==> config.mk <==
export PLATFORM = sky130hd
export DESIGN_NAME = dummy_result_queue
export DESIGN_NICKNAME = d
export VERILOG_FILES = /design/src/rtl/dummy_accelerator_pkg.sv /design/src/rtl/dummy_result_queue.sv
export SDC_FILE = /design/constraint.sdc
export NUM_CORES = 1
export LEC_CHECK = 0
export ABC_AREA = 1
export BUFFER_PORTS_ARGS = -buffer_cell sky130_fd_sc_hd__buf_2
export CAP_MARGIN = 25
export CORE_MARGIN = 2
export CORE_UTILIZATION = 30
export DETAILED_ROUTE_END_ITERATION = 8
export PLACE_DENSITY = 0.51
export SYNTH_ARGS = -nofsm -noshare
export SYNTH_HDL_FRONTEND = slang
export SYNTH_SLANG_ARGS = --single-unit
==> constraint.sdc <==
create_clock -name clk_i -period 5.2 [get_ports clk_i]
set_input_delay 1.04 -clock clk_i [delete_from_list [all_inputs] [get_ports clk_i]]
set_output_delay 1.04 -clock clk_i [all_outputs]
set_load 0.01 [all_outputs]
==> src/rtl/dummy_accelerator_pkg.sv <==
// dummy_accelerator_pkg: shared types and constants for the dummy accelerator result path.
// Holds the result entry layout and the default result queue depth.
package dummy_accelerator_pkg;
  localparam int RESULT_QUEUE_DEPTH = 4;
  typedef struct packed {
    logic [31:0] data;
    logic [3:0]  id;
    logic [4:0]  rd;
  } ResultEntryType;
endpackage

==> src/rtl/dummy_result_queue.sv <==
// dummy_result_queue: in-order result FIFO between the accelerator result port and the XIF result interface.
// Ports:
//   clk_i, rst_ni              clock, asynchronous active-low reset
//   flush_i                    commit-kill, empties the queue (wins over push/pop)
//   valid_i/ready_o, data_i, id_i, rd_i           accelerator result push side
//   valid_o/ready_i, data_o, id_o, rd_o, we_o     XIF result pop side (head entry)
//   count_o                    current occupancy
// Entries are stored as a flat {data, id, rd} vector so WIDTH/ID_WIDTH stay
// free parameters; the layout matches ResultEntryType at the default widths.
module dummy_result_queue
  import dummy_accelerator_pkg::*;
#(
  parameter int WIDTH    = 32,
  parameter int DEPTH    = RESULT_QUEUE_DEPTH,
  parameter int ID_WIDTH = 4
) (
  input  logic                       clk_i,
  input  logic                       rst_ni,
  input  logic                       flush_i,
  input  logic                       valid_i,
  output logic                       ready_o,
  input  logic [WIDTH-1:0]           data_i,
  input  logic [ID_WIDTH-1:0]        id_i,
  input  logic [4:0]                 rd_i,
  output logic                       valid_o,
  input  logic                       ready_i,
  output logic [WIDTH-1:0]           data_o,
  output logic [ID_WIDTH-1:0]        id_o,
  output logic [4:0]                 rd_o,
  output logic                       we_o,
  output logic [$clog2(DEPTH+1)-1:0] count_o
);
  localparam int AW = $clog2(DEPTH);
  localparam int CW = $clog2(DEPTH+1);
  localparam int EW = WIDTH + ID_WIDTH + 5;
  logic [EW-1:0] mem [DEPTH];
  logic [AW-1:0] wr_ptr, rd_ptr;
  logic [CW-1:0] count_q;
  logic push, pop;
  // Handshakes depend on registered occupancy only, so a full queue stays
  // not-ready even in a cycle where the head is being popped.
  assign ready_o = count_q < CW'(DEPTH);
  assign valid_o = count_q != '0;
  assign we_o    = valid_o;
  assign count_o = count_q;
  assign push    = valid_i && ready_o && !flush_i;
  assign pop     = valid_o && ready_i && !flush_i;
  assign {data_o, id_o, rd_o} = mem[rd_ptr];
  // DEPTH is a power of two, so the pointers wrap DEPTH-1 -> 0 by overflow.
  always_ff @(posedge clk_i or negedge rst_ni) begin
    if (!rst_ni) begin
      wr_ptr  <= '0;
      rd_ptr  <= '0;
      count_q <= '0;
    end else if (flush_i) begin
      wr_ptr  <= '0;
      rd_ptr  <= '0;
      count_q <= '0;
    end else begin
      wr_ptr  <= wr_ptr + AW'(push);
      rd_ptr  <= rd_ptr + AW'(pop);
      count_q <= count_q + CW'(push) - CW'(pop);
    end
  end
  always_ff @(posedge clk_i) begin
    if (push) mem[wr_ptr] <= {data_i, id_i, rd_i};
  end
endmodule

==> run metrics, run 1 <==
Max Slew Vio Count 0; period utilisation layout 65.1%; Finish-stage setup viols 0; Mapped Area 6900 µm²; final wirelength 13.2 mm; worst min path class input pin to async pin; Max Root-Sink Buffers 2; RR Endpoint count_o[2]; initial core utilization 30.6%; GRT overflow 0; Layout Skew 0.0154 ns; root buffer cell clkbuf_16; R2R depth 10; Port Buf Inserts 92; status finished clean; pwr/cell area 427 nW/µm²; Seq/Total Area, Yosys 73.9%; crit start category register; hold slack final 0.434 ns; CTS buffer count 17; GRT Total Usage 11.4%; Syn-to-layout area delta 19.0%; DRC 0; WP data arrival 2.34 ns; Slew @ Worst Pin 0.797 ns; min cycle time layout 3.38 ns; H-tree Lvls 4; antenna violation net count after detailed routing 0; crit-path max FO 44; Iter 0 DRT Violations 195; r2r setup slk 3.12 ns; Sum Neg Setup Slack 0 ns; total number of vias 4030; Leakage 3.16 nW; Ports 93; die area 24200 µm²; # hold bufs at CTS 0; RSZ-0062 raised after global routing no; wire length of the first global-routing pass 20.5 mm; Mean Syn Cell Area 13.1 µm²; Avg WL per Cell 14.4 µm; nets 670; Total Power Consumption 0.00350 W; syn nets 576; CTS tree built; worst r2r src count_o[2]; vias in the first global route 3903; Max Clk Rate 0.296 GHz; Die Y 156 µm; initial antenna violation count 2; placer congestion estimate 0.710; Hold Vio Cnt, Final 0; routed vias/inst 4.39; crit path capture type output port; DIE WIDTH 156 µm; layout cells sized above 1 22.2%; postcts setup bufs 0; worst rel slew slack 46.9%; utilization after layout 36.4%; data required time of the worst path 4.16 ns; Worst-path clk slew 0.07 ns; commonest non-fill, non-tap cells in the layout edfxtp_1 (164), inv_1 (94), buf_2 (92); maximum vdd drop 0.217 mV; core area 22600 µm²; max-cap violations 0; Clk Latency, worst-skew pair 0.43 ns; post-cts sizing count 0; placed instance area 7590 µm²; Pre-Repair DR Iteration Count 4; clk sinks 171; fin area 8210 µm²; # rows 55; Setup CP Type register to output port; commonest non-fill, non-tap cell in the layout edfxtp_1; Cells after Synth 525; number of synthesis warnings 0; largest net degree at the start of global routing 74; hpwl dp 8.15 mm; #FFs+latches synth 171; synth unique cells 18
-- cell usage after synthesis --
cell      instances  share of area [%]
buf_6            15                2.4
buf_4             7               0.76
ha_1              4               0.73
clkbuf_1          1              0.054
nor3_1            4               0.29
edfxtp_1        164                 71
a21oi_1          43                3.1
o21ai_0          25                1.8
buf_2             5               0.36
fa_1              1               0.29
nor2_1            8               0.44
dfrtp_1           7                2.5
nand2_1          86                4.7
o211ai_1         41                4.5
xnor2_1           1               0.13
nand3_1           2               0.15
o21ai_1          17                1.2
inv_1            94                5.1
-- worst max-delay path, cell delays in order (launching register included) --
cell and delay, ns:
dfrtp_2 0.87, buf_4 0.54, o211ai_1 0.16, nand2_1 0.13, buf_2 0.14
-- report_power, final --
group          internal (W)  switching [W]
Combinational      0.000207       0.000345
Sequential          0.00158      0.0000601
Clock              0.000766       0.000539
-- registers in the layout, indices dropped and copies added, names as in the netlist --
register and flops:
mem 164, count_o 3, wr_ptr 2, rd_ptr 2
-- area by class of cell --
class,count,area [µm²]
well taps,285,357
fillers,2160,14400
inverters,94,353
diodes,1,2.50
multi-input cells,232,1210
flip-flops and latches,171,5100
clock buffers,17,425
clock inverters,15,185
repair buffers,103,563
-- kinds of logic after synthesis --
| group | synth area share (%) |
|---|---|
| xor gates and xnor gates | 0.127 |
| AOI/OAI and AO/OA | 10.6 |
| and+or+nand+nor | 5.55 |
| DFF | 73.9 |
| adders and majority gates | 1.02 |
| buffers and inverters | 8.74 |
-- metal layers --
layer | routed length, µm | share of wire (%) | GRT usage [%] | vias up
li1 | - | - | - | 2007
met1 | 5910 | 45 | 13.6 | 1922
met2 | 6410 | 49 | 19.0 | 79
met3 | 663 | 5.0 | 3.67 | 20
met4 | 198 | 1.5 | 4.59 | 2
met5 | 13 | 0.098 | 0 | -
-- through the flow --
stage / instances / worst slack (ns)
after global placement: 884 / 2.08
after global routing: 917 / 1.59
after floorplan: 525 / 0.596
after CTS: 917 / 1.75
after detailed placement: 885 / 2.22
final: 918 / 1.82
-- how the worst max path moves through the flow --
stage	from	to	slack (ns)	cells past startpoint
5_1_grt	rd_ptr[1]	data_o[27]	1.59	5
3_5_place_dp	rd_ptr[1]	data_o[25]	2.22	4
6_report	rd_ptr[1]	data_o[25]	1.82	4
3_3_place_gp	rd_ptr[0]	data_o[13]	2.08	5
4_1_cts	rd_ptr[1]	data_o[25]	1.75	4
2_1_floorplan	flush_i	mem[2][0]	0.60	3
(Power assumes the default switching activity.)
==> inputs of run 2 (changes only) <==
- clock period: 5.2 -> 3.13 ns (I/O delays scaled with it)
==> run 2 against run 1 <==
Net effect:
- via count about the same
- clock power up 59%
- worst setup slack worse by 1.5 ns
- routed wire length about the same
- clock skew down 0.0063 ns
- utilization down 0.083 points
- combinational power up 67%
- total power up 63%
- first-iteration DRC count down 19%
- design area down 0.23%
- worst hold slack worse by 0.40 ns
- global-route usage up 0.15 points
- critical endpoint is now data_o[11]
- largest cell class unchanged
- largest power group unchanged
==> run metrics, run 2 (synthesis gave the netlist of run 1 again) <==
total number of vias 4032 (+0.050%); Largest register FFs 164 (unchanged); root buffer cell clkbuf_16; switching power share of the total 26.2% (-0.79 points); reported net switching power 0.00150 W (+59%); # rows 55 (unchanged); min cycle time layout 2.78 ns; clk sinks 171 (unchanged); Clk Latency, worst-skew pair 0.42 ns (about the same); commonest non-fill, non-tap cells in the layout edfxtp_1 (164), inv_1 (94), buf_2 (92); FILL cells 2173 (+0.60%); H-tree Lvls 4 (unchanged); core area 22600 µm² (unchanged); met1 wire length 5.79 mm (-2.1%); Die Y 156 µm (unchanged); most flop-heavy register mem; Avg WL per Cell 14.4 µm (about the same); final wirelength 13.2 mm (about the same); initial core utilization 30.6% (unchanged); Worst-path clk slew 0.06 ns (about the same); clock power share 36.1% (-1.2 points); Hold Vio Cnt, Final 0 (unchanged); Pint 0.00422 W (+65%); routed wl met3 673 µm (+1.5%); Setup CP Type register to output port; Slew @ Worst Pin 0.609 ns (-0.188 ns); vias in the first global route 4074 (+4.4%); Top Metal Used met4; Layout Skew 0.00913 ns (-0.00628 ns); status finished clean; Syn-to-layout area delta 18.7%; crit path capture type output port; worst min path class input pin to async pin; largest net degree at the start of global routing 70 (-5.4%); post-cts sizing count 0 (unchanged); placer congestion estimate 0.706 (-0.55%); Max Root-Sink Buffers 2 (unchanged); GRT overflow 0 (unchanged); footprint of the multi-input gates 1210 µm² (unchanged); # hold bufs at CTS 0 (unchanged); worst rel slew slack 59.4% (+13 points); Max Slew Vio Count 0 (unchanged); routed wl met2 6.64 mm (+3.6%); DIE WIDTH 156 µm (unchanged); layout cells sized above 1 21.7% (-0.44 points); DRC 0 (unchanged); hpwl dp 8.03 mm (-1.6%); Flop pwr share 47.8% (+0.8 points); period utilisation layout 88.7%; max-cap violations 0 (unchanged); antenna violation net count after detailed routing 0 (unchanged); initial antenna violation count 2 (unchanged); Finish-stage setup viols 0 (unchanged); Port Buf Inserts 92 (unchanged); CTS buffer count 17 (unchanged); Post-Layout Cell Count 917 (-0.11%); post-placement cell count 886 (+0.11%); data required time of the worst path 2.50 ns (-1.66 ns); GRT Total Usage 11.5% (+0.15 points); Max Clk Rate 0.360 GHz; pwr/cell area 698 nW/µm² (+64%); Pre-Repair DR Iteration Count 5 (+1); nets 671 (+0.15%); maximum vdd drop 0.358 mV (+65%); die area 24200 µm² (unchanged); CTS tree built; hold slack final 0.0386 ns (-0.396 ns); Iter 0 DRT Violations 158 (-19%); crit start category register; crit-path max FO 61 (+39%); routed vias/inst 4.40 (+0.16%); wire length of the first global-routing pass 21.1 mm (+3.1%); Ports 93 (unchanged); RSZ-0062 raised after global routing no; Leakage 3.14 nW (-0.53%); logic gate share of total power 16.1% (+0.3 points); FF/Latch Area 5100 µm² (unchanged); WP data arrival 2.15 ns (-0.19 ns); commonest non-fill, non-tap cell in the layout edfxtp_1; postcts setup bufs 0 (unchanged)
## run 2: cell types whose count changed in the layout (fill, tap and decap cells not counted)
cell and change:
clkbuf_1 +1, buf_12 +2, inv_8 -1, clkinvlp_4 +1, buf_16 -1, clkinv_4 +1, inv_6 -5, clkinv_1 +1
## run 2: critical path, cell delays in order (launching register included)
cell     delay [ns]
dfrtp_4        0.82
buf_4          0.45
a21oi_1        0.12
o21ai_1        0.09
nand2_1        0.08
buf_2          0.14
## run 2: cell type report
cell class,instances,share of cell area (%)
flip-flops and latches,171,62.4
multi-input cells,232,14.8
repair buffers,104,7.03
clock buffers,18,5.24
well taps,285,4.36
inverters,94,4.31
clock inverters,12,1.83
diodes,1,0.0306
## run 2: power groups by stage
stage | Sequential [W] | Clock, W | Combinational, W
2_1_floorplan | 0.00273 | 0 | 0.000681
3_3_place_gp | 0.00277 | 0 | 0.000918
3_5_place_dp | 0.00278 | 0 | 0.000942
4_1_cts | 0.00274 | 0.00214 | 0.000945
5_1_grt | 0.00275 | 0.00223 | 0.00104
6_report | 0.00273 | 0.00207 | 0.000920
## run 2: worst paths after layout
path                            start    endpoint  slack, ns  cells after the start
min in group clk_i            id_i[1]   mem[2][6]       0.42                      1
setup reg to reg           count_o[2]  count_o[2]       1.03                      9
setup / recovery            rd_ptr[0]  data_o[11]       0.35                      5
max in group asynchronous      rst_ni   rd_ptr[0]       2.92                      1
hold reg to reg             wr_ptr[1]   wr_ptr[1]       0.62                      2
hold / removal                 rst_ni  count_o[0]       0.04                      1
## run 2: metrics by stage
step | worst slack, ns | TNS (ns) | power [W] | instance area, µm² | util (%)
after CTS | 0.304 | 0 | 0.00582 | 8180 | 36.3
final | 0.353 | 0 | 0.00572 | 8190 | 36.3
after floorplan | -1.06 | -173.87 | 0.00341 | 6900 | -
after global routing | 0.103 | 0 | 0.00603 | 8180 | 36.3
after detailed placement | 0.622 | 0 | 0.00373 | 7600 | 33.7
after global placement | 0.772 | 0 | 0.00369 | 7600 | 33.7
## run 2: layer usage
layer  GRT usage (%)  vias up
met5               0        -
met4            3.19        0
met3            4.28        9
met2            19.7       73
met1            13.7     1949
li1                -     2001
